--- src/rtl/gerenciar_ativo_pkg.sv ---
// Shared definitions for the active-node set manager: defaults and FSM encoding.
package gerenciar_ativo_pkg;

    localparam int unsigned NUM_NA_DEF         = 8;
    localparam int unsigned ADDR_WIDTH_DEF     = 8;
    localparam int unsigned CRITERIO_WIDTH_DEF = 5;

    typedef enum logic [1:0] {
        OCIOSO     = 2'd0,
        ATUALIZAR  = 2'd1,
        ESPERAR    = 2'd2,
        SELECIONAR = 2'd3
    } estado_t;

endpackage : gerenciar_ativo_pkg

--- src/rtl/gerenciar_ativo_codificar_prioridade.sv ---
// Lowest-index priority encoder: index of the first set request bit.
module codificar_prioridade #(
    parameter int unsigned N     = 8,
    parameter int unsigned IDX_W = (N > 1) ? $clog2(N) : 1
) (
    input  logic [N-1:0]     req_i,
    output logic [IDX_W-1:0] idx_o,
    output logic             valid_o
);

    // Scan from the top so the lowest set bit wins.
    always_comb begin
        idx_o   = '0;
        valid_o = |req_i;
        for (int i = int'(N) - 1; i >= 0; i--) begin
            if (req_i[i]) begin
                idx_o = IDX_W'(i);
            end
        end
    end

endmodule : codificar_prioridade

--- src/rtl/gerenciar_ativo.sv ---
// Active-node set manager: holds up to NUM_NA (address, criterion) slots and
// removes the best one by handshaking with an external minimum classifier.
module gerenciar_ativo
    import gerenciar_ativo_pkg::*;
#(
    parameter int unsigned NUM_NA         = NUM_NA_DEF,
    parameter int unsigned ADDR_WIDTH     = ADDR_WIDTH_DEF,
    parameter int unsigned CRITERIO_WIDTH = CRITERIO_WIDTH_DEF
) (
    input  logic                             clk,
    input  logic                             rst_n,
    input  logic                             ins_valid_in,
    input  logic [ADDR_WIDTH-1:0]            ins_addr_in,
    input  logic [CRITERIO_WIDTH-1:0]        ins_criterio_in,
    output logic                             ins_ready_o,
    input  logic                             rem_req_in,
    output logic                             rem_valid_o,
    output logic [ADDR_WIDTH-1:0]            rem_addr_o,
    output logic                             rem_vazio_o,
    output logic                             aa_atualizar_o,
    output logic [NUM_NA-1:0]                na_ativo_o,
    output logic [NUM_NA*CRITERIO_WIDTH-1:0] na_criterio_o,
    input  logic                             ca_pronto_in,
    input  logic [CRITERIO_WIDTH-1:0]        ca_criterio_geral_in,
    output logic                             ocupado_o,
    output logic                             cheio_o,
    output logic                             vazio_o
);

    localparam int unsigned IDX_W = (NUM_NA > 1) ? $clog2(NUM_NA) : 1;

    estado_t                   state_q, state_d;
    logic [NUM_NA-1:0]         ativo_q, ativo_d;
    logic [CRITERIO_WIDTH-1:0] crit_q [NUM_NA];
    logic [CRITERIO_WIDTH-1:0] crit_d [NUM_NA];
    logic [ADDR_WIDTH-1:0]     addr_q [NUM_NA];
    logic [ADDR_WIDTH-1:0]     addr_d [NUM_NA];
    logic [ADDR_WIDTH-1:0]     rem_addr_q, rem_addr_d;
    logic                      rem_valid_q, rem_valid_d;
    logic                      rem_vazio_q, rem_vazio_d;
    logic                      aa_q, aa_d;

    logic [NUM_NA-1:0] hit_vec, livre_vec, melhor_vec;
    logic [IDX_W-1:0]  livre_idx, melhor_idx;
    logic              livre_valid, melhor_valid;
    logic              ins_ok;

    // Per-slot match vectors: address hit, free slot, and slot holding the minimum.
    always_comb begin
        hit_vec    = '0;
        livre_vec  = '0;
        melhor_vec = '0;
        for (int i = 0; i < int'(NUM_NA); i++) begin
            hit_vec[i]    = ativo_q[i] && (addr_q[i] == ins_addr_in);
            livre_vec[i]  = !ativo_q[i];
            melhor_vec[i] = ativo_q[i] && (crit_q[i] == ca_criterio_geral_in);
        end
    end

    codificar_prioridade #(.N(NUM_NA), .IDX_W(IDX_W)) u_livre (
        .req_i   (livre_vec),
        .idx_o   (livre_idx),
        .valid_o (livre_valid)
    );

    codificar_prioridade #(.N(NUM_NA), .IDX_W(IDX_W)) u_melhor (
        .req_i   (melhor_vec),
        .idx_o   (melhor_idx),
        .valid_o (melhor_valid)
    );

    assign vazio_o     = ~|ativo_q;
    assign cheio_o     = &ativo_q;
    assign ocupado_o   = (state_q != OCIOSO);
    assign ins_ready_o = (state_q == OCIOSO) && !cheio_o;
    assign ins_ok      = ins_valid_in && ins_ready_o;

    // Next-state: insert handling, FSM transitions and removal of the best slot.
    always_comb begin
        state_d     = state_q;
        ativo_d     = ativo_q;
        crit_d      = crit_q;
        addr_d      = addr_q;
        rem_addr_d  = rem_addr_q;
        rem_valid_d = 1'b0;
        rem_vazio_d = 1'b0;
        aa_d        = 1'b0;

        if (ins_ok) begin
            if (|hit_vec) begin
                for (int i = 0; i < int'(NUM_NA); i++) begin
                    if (hit_vec[i] && (ins_criterio_in < crit_q[i])) begin
                        crit_d[i] = ins_criterio_in;
                    end
                end
            end else if (livre_valid) begin
                ativo_d[livre_idx] = 1'b1;
                crit_d[livre_idx]  = ins_criterio_in;
                addr_d[livre_idx]  = ins_addr_in;
            end
        end

        case (state_q)
            OCIOSO: begin
                // A same-cycle insert always lands, so the set is non-empty afterwards.
                if (rem_req_in) begin
                    if (!vazio_o || ins_ok) begin
                        state_d = ATUALIZAR;
                        aa_d    = 1'b1;
                    end else begin
                        rem_vazio_d = 1'b1;
                    end
                end
            end
            ATUALIZAR: state_d = ESPERAR;
            ESPERAR: begin
                if (ca_pronto_in) begin
                    state_d = SELECIONAR;
                end
            end
            SELECIONAR: begin
                state_d = OCIOSO;
                if (melhor_valid) begin
                    rem_valid_d         = 1'b1;
                    rem_addr_d          = addr_q[melhor_idx];
                    ativo_d[melhor_idx] = 1'b0;
                    crit_d[melhor_idx]  = '1;
                end else begin
                    rem_vazio_d = 1'b1;
                end
            end
            default: state_d = OCIOSO;
        endcase
    end

    // State and slot registers; inactive slots always hold an all-ones criterion.
    always_ff @(posedge clk or negedge rst_n) begin
        if (!rst_n) begin
            state_q     <= OCIOSO;
            ativo_q     <= '0;
            rem_addr_q  <= '0;
            rem_valid_q <= 1'b0;
            rem_vazio_q <= 1'b0;
            aa_q        <= 1'b0;
            for (int i = 0; i < int'(NUM_NA); i++) begin
                crit_q[i] <= '1;
                addr_q[i] <= '0;
            end
        end else begin
            state_q     <= state_d;
            ativo_q     <= ativo_d;
            crit_q      <= crit_d;
            addr_q      <= addr_d;
            rem_addr_q  <= rem_addr_d;
            rem_valid_q <= rem_valid_d;
            rem_vazio_q <= rem_vazio_d;
            aa_q        <= aa_d;
        end
    end

    // Flatten slot criteria onto the classifier bus.
    always_comb begin
        na_criterio_o = '0;
        for (int i = 0; i < int'(NUM_NA); i++) begin
            na_criterio_o[CRITERIO_WIDTH*i +: CRITERIO_WIDTH] = crit_q[i];
        end
    end

    assign na_ativo_o     = ativo_q;
    assign rem_addr_o     = rem_addr_q;
    assign rem_valid_o    = rem_valid_q;
    assign rem_vazio_o    = rem_vazio_q;
    assign aa_atualizar_o = aa_q;

endmodule : gerenciar_ativo
--- config.mk ---
export PLATFORM = sky130hd
export DESIGN_NAME = gerenciar_ativo
export DESIGN_NICKNAME = d
export VERILOG_FILES = /design/src/rtl/gerenciar_ativo_pkg.sv /design/src/rtl/gerenciar_ativo_codificar_prioridade.sv /design/src/rtl/gerenciar_ativo.sv
export SDC_FILE = /design/constraint.sdc
export NUM_CORES = 1
export LEC_CHECK = 0
export CAP_MARGIN = 20
export CORE_UTILIZATION = 24
export CTS_CLUSTER_DIAMETER = 200
export DETAILED_ROUTE_END_ITERATION = 10
export HOLD_SLACK_MARGIN = 0.05
export SKIP_CTS_REPAIR_TIMING = 1
export SLEW_MARGIN = 10
export SYNTH_ARGS = -nofsm -noshare
export SYNTH_HDL_FRONTEND = slang
export SYNTH_SLANG_ARGS = --single-unit
export TNS_END_PERCENT = 5
--- constraint.sdc ---
create_clock -name clk -period 2.9 [get_ports clk]
set_clock_uncertainty 0.1 [all_clocks]
set_input_delay 0.58 -clock clk [delete_from_list [all_inputs] [get_ports clk]]
set_output_delay 0.58 -clock clk [all_outputs]
set_load 0.01 [all_outputs]
* Word-level counts from Yosys, hierarchy flattened
Index checks and enable logic that the tools add are counted.
Word-level totals: register bits after elaboration 125, output and inout port bits 63
Operators by class: magnitude comparators 16, equality and inequality tests 22, multiplexer cells 62, bitwise gates (word level) 7, reductions and logical operators 51
Operator list (count):
- $mux W40 | 5
- $bwmux W64 | 1
- $eq A8 B8 Y1 | 8
- $mux W8 | 8
- $mux W5 | 10
- $mux W3 | 16
- $bwmux W40 | 1
- $eq A5 B5 Y1 | 8
- $lt A5 B5 Y1 | 8
- $or A40 B40 Y40 | 1
- $reduce_or A8 Y1 | 4
- $demux W5 S3 | 2
- $logic_and A1 B1 Y1 | 30
- $bmux W8 S3 | 1
- $demux W8 S3 | 1
- $logic_not A1 Y1 | 10
- $mux W1 | 10
- $and A8 B8 Y8 | 1
- $ge A4 B4 Y1 const B | 2
- $lt A3 B4 Y1 const B | 2
- $lt A4 B1 Y1 const B | 2
- $not A3 Y4 | 2
- $not A8 Y8 | 1
- $or A8 B8 Y8 | 1
- 16 further kinds | 23

* Longest topological paths before layout
Gate-level depths: netlist of the first run.
depth after elaboration 20, mapped depth 12, gate-level depth less buffers 9

* Cells and area by module
From an unflattened synthesis of the first run, not the netlist that was laid out.
Second synthesis, totals: cells, all modules 801, area, all modules 8439.3 um^2
By module, submodules not included:
- gerenciar_ativo | times used 1, cells each 775, area each 8276.7 um^2, sequential area each 3178.0 um^2
- codificar_prioridade | times used 2, cells each 13, area each 81.3 um^2, sequential area each 0.0 um^2

* Least setup slack after synthesis of the first run
OpenSTA, ideal clock, no wires.
path kind in2reg, from input ins_addr_in[4], to register crit_q, in the netlist na_criterio_o[25], library setup time 0.084 ns, arrival time 2.698 ns, required time 2.716 ns, slack 0.018 ns, stages 12, buffers on the path 4, cells stage by stage buf_4 > buf_6 > xnor2_1 > nand2_1 > nor3_1 > or4_4 > buf_6 > nor4_4 > a41o_1 > buf_4 > mux2i_1 > nand2_1
RTL lines:
- from (decl) | RTL line gerenciar_ativo.sv:13 | input logic [ADDR_WIDTH-1:0] ins_addr_in,
- to (signal assigned) | RTL line gerenciar_ativo.sv:152 | crit_q <= crit_d;
- to (decl) | RTL line gerenciar_ativo.sv:34 | logic [CRITERIO_WIDTH-1:0] crit_q [NUM_NA];

* Final worst setup path of the first run
from register crit_q, in the netlist na_criterio_o[1], to register rem_addr_q[5] (netlist: rem_addr_o[5])
On the way: cells in the longest elaborated chain, start to end 7
Ends and longest elaborated chain:
- $eq A5 B5 Y1 (*) | RTL line gerenciar_ativo.sv:56 | melhor_vec[i] = ativo_q[i] && (crit_q[i] == ca_criterio_geral_in);
- $logic_and A1 B1 Y1 (*) | RTL line gerenciar_ativo.sv:56
- $mux W3 | RTL line gerenciar_ativo_codificar_prioridade.sv:16 | if (req_i[i]) begin
- $not A3 Y4 (implied by the code) | RTL line gerenciar_ativo.sv:125 | rem_addr_d = addr_q[melhor_idx];
- $bmux W8 S3 | RTL line gerenciar_ativo.sv:125
- $mux W8 (implied by the code) (2 in series) | RTL line gerenciar_ativo.sv:125
- to (signal assigned) | RTL line gerenciar_ativo.sv:154 | rem_addr_q <= rem_addr_d;
- to (decl) | RTL line gerenciar_ativo.sv:38 | logic [ADDR_WIDTH-1:0] rem_addr_q, rem_addr_d;
Mark *: on every way between the ends. The rest lies on a longest branch, timed or not. The select of a mux whose other input is x is not followed. A chain may end at the register's enable or synchronous reset.

==> summary.md, run 1 <==
| Metric | Value |
|---|---|
| Status | `finished, final reports clean` |
| DR iter-0 viols | `500` |
| Worst Path Required | `3.15 ns` |
| Area leader, netlist | `dfrtp_1` |
| IO buf count | `between 80 and 90` |
| Clock Path Buffers | `2` |
| Area Growth Syn to Fin | `40.85%` |
| Finished Cell Area | `11,170 um2` |
| Die W | `183.8 um` |
| Drt via density | `approximately 4.7` |
| Largest net degree at the start of global routing | `64` |
| CTS sink count | `between 100 and 150` |
| First-pass DRT Iterations | `7` |
| VDD IR max | `550.9 uV` |
| # DRC | `0` |
| Worst-Margin Slew | `0.9678 ns` |
| Pwr Total | `about 11 mW` |
| Cells after Synth | `748` |
| Setup crit start kind | `register` |
| Min Tclk post-route | `2.853 ns` |
| Gr usage total | `15.58%` |
| Clock Pin Slew Worst Setup and Hold Paths | `0.06 ns` |
| Vias in the first global route | `6,576` |
| Root buf cell | `clkbuf_16` |
| Most frequent cells in the layout | `buf_4, dfrtp_1, xnor2_1` |
| Slew Limit Headroom | `34.80%` |
| PwrDens | `944.7 nW/um2` |
| TNS Setup | `0 ns` |
| Post-synthesis register bit count | `around 130` |
| Dpl hpwl | `19.07 mm` |
| Fin nets | `a little over 1,000` |
| Layout fillers | `~3,300` |
| Top cells by area, synth | `dfrtp_1, dfstp_2, mux2_2` |
| Core ar. | `around 33,000 um2` |
| Most common cell after layout, fill and taps aside | `buf_4` |
| Final GP Congestion | `0.8936` |
| Post-route setup slack | `roughly 0.047 ns` |
| Via count | `around 6,700` |
| Leakage Power | `about 4.9 nW` |
| First-pass GRT wire length | `a little under 40 mm` |
| Pre-CTS WS | `-0.8712 ns` |
| Die H | `between 150 and 200 um` |
| Final setup vio count | `0` |
| Crit path kind | `reg2reg` |
| WL/cell | `between 15 and 20 um` |
| Post-synth top flop | `dfrtp_1` |
| Share of the synthesized area in the top cell type | `between 20% and 30%` |
| Maxcap violations | `0` |
| CTS tree | `built` |
| Clock latency on the worst-skew pair | `around 0.43 ns` |
| Post-synth EDFFs | `0` |
| Num ports | `86` |
| Core Rows | `66` |
| Endpoints failing hold | `0` |
| Drt total wl | `26.54 mm` |
| Critical path arrival | `between 3 and 4 ns` |
| Layout cell share with drive strength beyond 1 | `around a third` |
| Synth cell types | `50` |
| Hold Path Class | `reg2reg` |
| Post-synthesis sequential area ratio | `40.06%` |
| Fin crit share | `between 90 and 100%` |
| Max Fclk | `roughly 350 MHz` |
| Total of warnings raised by yosys | `0` |
| Total gr overflow | `0` |
| Largest fanout on the critical path | `7` |
| Asr flop ratio synth | `100.0%` |
| Starting Density | `approximately 24%` |
| Post-layout util | `34.34%` |
| Antenna diodes | `0` |
| Area post-placement | `10,100 um2` |
| Initial antenna violation count | `1` |
| Area of the die | `33,790 um2` |
| Synthesized area per cell | `10.61 um2` |
| Max H-tree Level | `4` |
| Number of max-slew violations in the final report | `0` |
| Netlist Area Pre-Place | `7934 um2` |
| WHS | `between 0.4 and 0.5 ns` |
| CTS buffer count | `17` |
| Critical path endpoint category | `register` |
| Post-Place Cells | `approximately 1,400` |
| Final Non-Filler Cells | `~1,400` |
| Routed Antenna Nets | `0` |
| Synth Net Count | `807` |
## synth_stat cells (7+ instances only)
master / number
buf_4: 11
dfstp_2: 40
a222oi_1: 10
xnor2_1: 74
o21a_1: 10
inv_1: 49
nand2b_1: 8
o211ai_1: 32
nor2_1: 13
nor3_1: 11
xor2_1: 30
nor4_1: 13
mux2i_1: 8
nor2b_1: 7
a21o_1: 10
nor4_4: 7
nand3_1: 21
o21ai_0: 19
a21oi_1: 19
dfrtp_1: 85
nand2_1: 68
buf_6: 18
buf_2: 11
mux2_2: 67
ha_1: 36
nand4_1: 10
## registers in the layout, indices dropped and copies added (netlist names)
name,count
na_criterio_o,40
aa_atualizar_o,1
addr_q,64
rem_valid_o,1
na_ativo_o,8
rem_addr_o,8
state_q,2
rem_vazio_o,1
## area by class of cell
class / count / area, um2 / area share (%)
clock buffers: 19 / 442.9 / 3.964
clock inverters: 12 / 88.84 / 0.7950
inverters: 49 / 183.9 / 1.646
multi-input cells: 531 / 4384 / 39.23
flip-flops and latches: 125 / 3182 / 28.47
well taps: 442 / 553.0 / 4.949
repair buffers: 232 / 2340 / 20.94
## metal layers
metal	routed length (um)	global-route usage, %
met1	12190	21.13
met2	12490	24.94
met3	1354	2.952
met4	483	4.767
met5	13	0
## worst paths after layout
check,to,slack (ns),from,cells past startpoint
setup reg to reg,rem_addr_o[5],0.05,na_criterio_o[1],10
hold / removal,na_criterio_o[32],0.44,na_criterio_o[32],2
hold reg to reg,na_criterio_o[32],0.44,na_criterio_o[32],2
min in group asynchronous,addr_q[23],0.46,rst_n,2
setup / recovery,rem_addr_o[5],0.05,na_criterio_o[1],10
max in group asynchronous,na_criterio_o[5],1.58,rst_n,3
## cell families after synthesis
family                     after synthesis  share of synthesized area, %
AOI/OAI and AO/OA                      133                         12.24
adders and majority gates               36                         5.677
muxes                                   75                         10.52
buffers and inverters                   92                         6.892
xor gates and xnor gates               104                         11.48
DFF                                    125                         40.06
and+or+nand+nor                        183                         13.14
## power breakdown
group | internal (mW) | switching [mW] | total [mW]
clock network | 1.11 | 0.849 | 1.96
registers | 2.72 | 0.893 | 3.61
logic | 2.66 | 2.32 | 4.99
## worst max-delay path, cell delays in order (launching register included)
cell	delay, ns
dfstp_2	0.57
xor2_1	0.18
nor4_1	0.07
and3_2	0.23
or4_4	0.59
nor4_4	0.29
buf_4	0.20
buf_12	0.16
a221o_1	0.15
o21ai_0	0.07
a31oi_1	0.15
No activity file was read; power rests on OpenSTA's default activity.
==> inputs of run 2 (changes only) <==
- clock period: 2.9 -> 2.5 ns (I/O delays scaled with it)
==> summary.md, run 2 (synthesized netlist as in run 1, its figures left out) <==
| Metric | Value |
|---|---|
| Status | `complete, but fails checks` |
| Failing checks | `setup timing` |
| Worst-Margin Slew | `0.5453 ns` |
| TNS Setup | `-25.54 ns` |
| Crit path kind | `reg2reg` |
| Initial antenna violation count | `0` |
| Largest net degree at the start of global routing | `between 50 and 60` |
| Max Fclk | `between 300 and 400 MHz` |
| Root buf cell | `clkbuf_16` |
| RSZ-0062 raised after global routing | `true` |
| Total gr overflow | `0` |
| Hold Path Class | `in2reg` |
| Vias in the first global route | `7,105` |
| Reg with most FFs | `addr_q` |
| Worst setup startpoint | `addr_q[62]` |
| Area of the die | `approximately 34,000 um2` |
| Setup crit start kind | `register` |
| Maxcap violations | `0` |
| IO buf count | `85` |
| Via count | `~7,200` |
| Leakage Power | `5.699 nW` |
| Starting Density | `between 20 and 25%` |
| WL/cell | `about 19 um` |
| Clock Pin Slew Worst Setup and Hold Paths | `0.06 ns` |
| Slew Limit Headroom | `between 60% and 70%` |
| Post-route setup slack | `-0.3464 ns` |
| Largest fanout on the critical path | `8` |
| PwrDens | `about 1100 nW/um2` |
| Die W | `between 150 and 200 um` |
| Endpoints failing hold | `0` |
| Critical path arrival | `between 3 and 4 ns` |
| Clock latency on the worst-skew pair | `roughly 0.43 ns` |
| Number of max-slew violations in the final report | `0` |
| Final setup vio count | `between 100 and 150` |
| Final GP Congestion | `about 0.89` |
| CTS sink count | `between 100 and 150` |
| Dpl hpwl | `approximately 20 mm` |
| Die H | `183.8 um` |
| CP max-delay cell | `or4_4` |
| # DRC | `0` |
| RR Startpoint | `addr_q[62]` |
| Critical path endpoint category | `register` |
| Top delay family on crit path | `simple AND/OR/NAND/NOR gates` |
| First-pass GRT wire length | `approximately 42 mm` |
| Clock Path Buffers | `2` |
| DR iter-0 viols | `518` |
| Gr usage total | `between 15 and 20%` |
| Critical path buffers and inverters | `3` |
| Antenna diodes | `0` |
| Most frequent cells in the layout | `buf_4, dfrtp_1, xnor2_1` |
| Core Rows | `between 60 and 70` |
| Critical Path, Cell by Cell | `xnor2_2 > nand4_1 > nor3_2 > or4_4 > buf_4 > buf_4 > nor4_4 > buf_4 > mux2_2` |
| Most common cell after layout, fill and taps aside | `buf_4` |
| Max H-tree Level | `4` |
| Min-delay src | `ins_addr_in[5]` |
| Drt via density | `roughly 4.6` |
| Core ar. | `roughly 33,000 um2` |
| Area Growth Syn to Fin | `56.58%` |
| VDD IR max | `606.1 uV` |
| Num ports | `86` |
| Routed Antenna Nets | `0` |
| Min Tclk post-route | `around 2.8 ns` |
| First-pass DRT Iterations | `5` |
| CP max stage delay | `approximately 0.54 ns` |
| Worst Path Required | `approximately 2.7 ns` |
| Post-Place Cells | `~1,500` |
| CTS buffer count | `17` |
| CTS tree | `built` |
| Layout cell share with drive strength beyond 1 | `a little over two fifths` |
| Fin crit share | `113.9%` |
| Final Non-Filler Cells | `~1,500` |
| Drt total wl | `28.93 mm` |
| Max reg flops | `64` |
| Crit-path most repeated cell | `buf_4` |
| Fin nets | `between 1,000 and 1,500` |
==> run 2: cell types whose count changed in the layout (fill, tap and decap cells not counted), moves of 4 or more <==
cell | before | now
buf_12 | 18 | 23
buf_4 | 109 | 234
buf_6 | 10 | 14
nand2_1 | 67 | 63
nand2_2 | 1 | 5
nand3_2 | 4 | 8
xnor2_1 | 73 | 69
xnor2_2 | 0 | 5
==> run 2: where the power goes <==
part	internal [mW]	total [mW]	switching, mW	leakage [nW]
clock network	1.56	2.56	1.00	0.282
registers	3.14	3.86	0.722	1.50
logic	4.13	7.54	3.40	3.91
==> run 2: layout make-up <==
cell class	count	area [um2]
Multi-Input combinational cell	531	4496
Clock buffer	21	470.5
Inverter	49	183.9
Tap cell	442	553.0
Fill cell	3223	20110
Timing Repair Buffer	364	3408
Clock inverter	11	133.9
Sequential cell	125	3178
==> run 2: layer usage <==
layer,share of wire [%],vias to the layer above,GRT usage (%)
li1,-,3344,-
met1,46,3561,22.90
met2,47,231,26.74
met3,4.7,33,3.071
met4,2.0,0,5.600
met5,0,-,0
==> run 2: worst paths after layout <==
| path | end | slack (ns) | depth (start not counted) |
|---|---|---|---|
| worst max-delay path | addr_q[34] | -0.35 | 9 |
| worst min-delay path | addr_q[5] | 0.37 | 3 |
| worst max register to register | addr_q[34] | -0.35 | 9 |
| worst min register to register | na_criterio_o[36] | 0.46 | 2 |
| max in group asynchronous | na_criterio_o[6] | 1.06 | 3 |
| min in group asynchronous | addr_q[7] | 0.49 | 2 |
==> run 2: worst reg2reg max path, delay by kind of cell, from the launching register on <==
| kind | cells | cell delay [ns] |
|---|---|---|
| muxes | 1 | 0.37 |
| buffers and inverters | 3 | 0.58 |
| xor gates and xnor gates | 1 | 0.18 |
| and+or+nand+nor | 4 | 1.08 |
| DFF | 1 | 0.41 |
==> run 2: metrics by stage <==
step                worst slack [ns]  utilization (%)  instance area [um2]  hold WS [ns]  total power, mW
floorplan                    -0.2950                -                 7965        0.1044            7.105
global placement              -1.047            33.75                10980        0.4250            10.77
detailed placement            -1.121            33.75                10980        0.4272            10.89
CTS                          -0.6927            35.61                11590      -0.04211            13.53
global route                 -0.4372            38.18                12420        0.3731            14.76
finish                       -0.3464            38.18                12420        0.3744            13.95
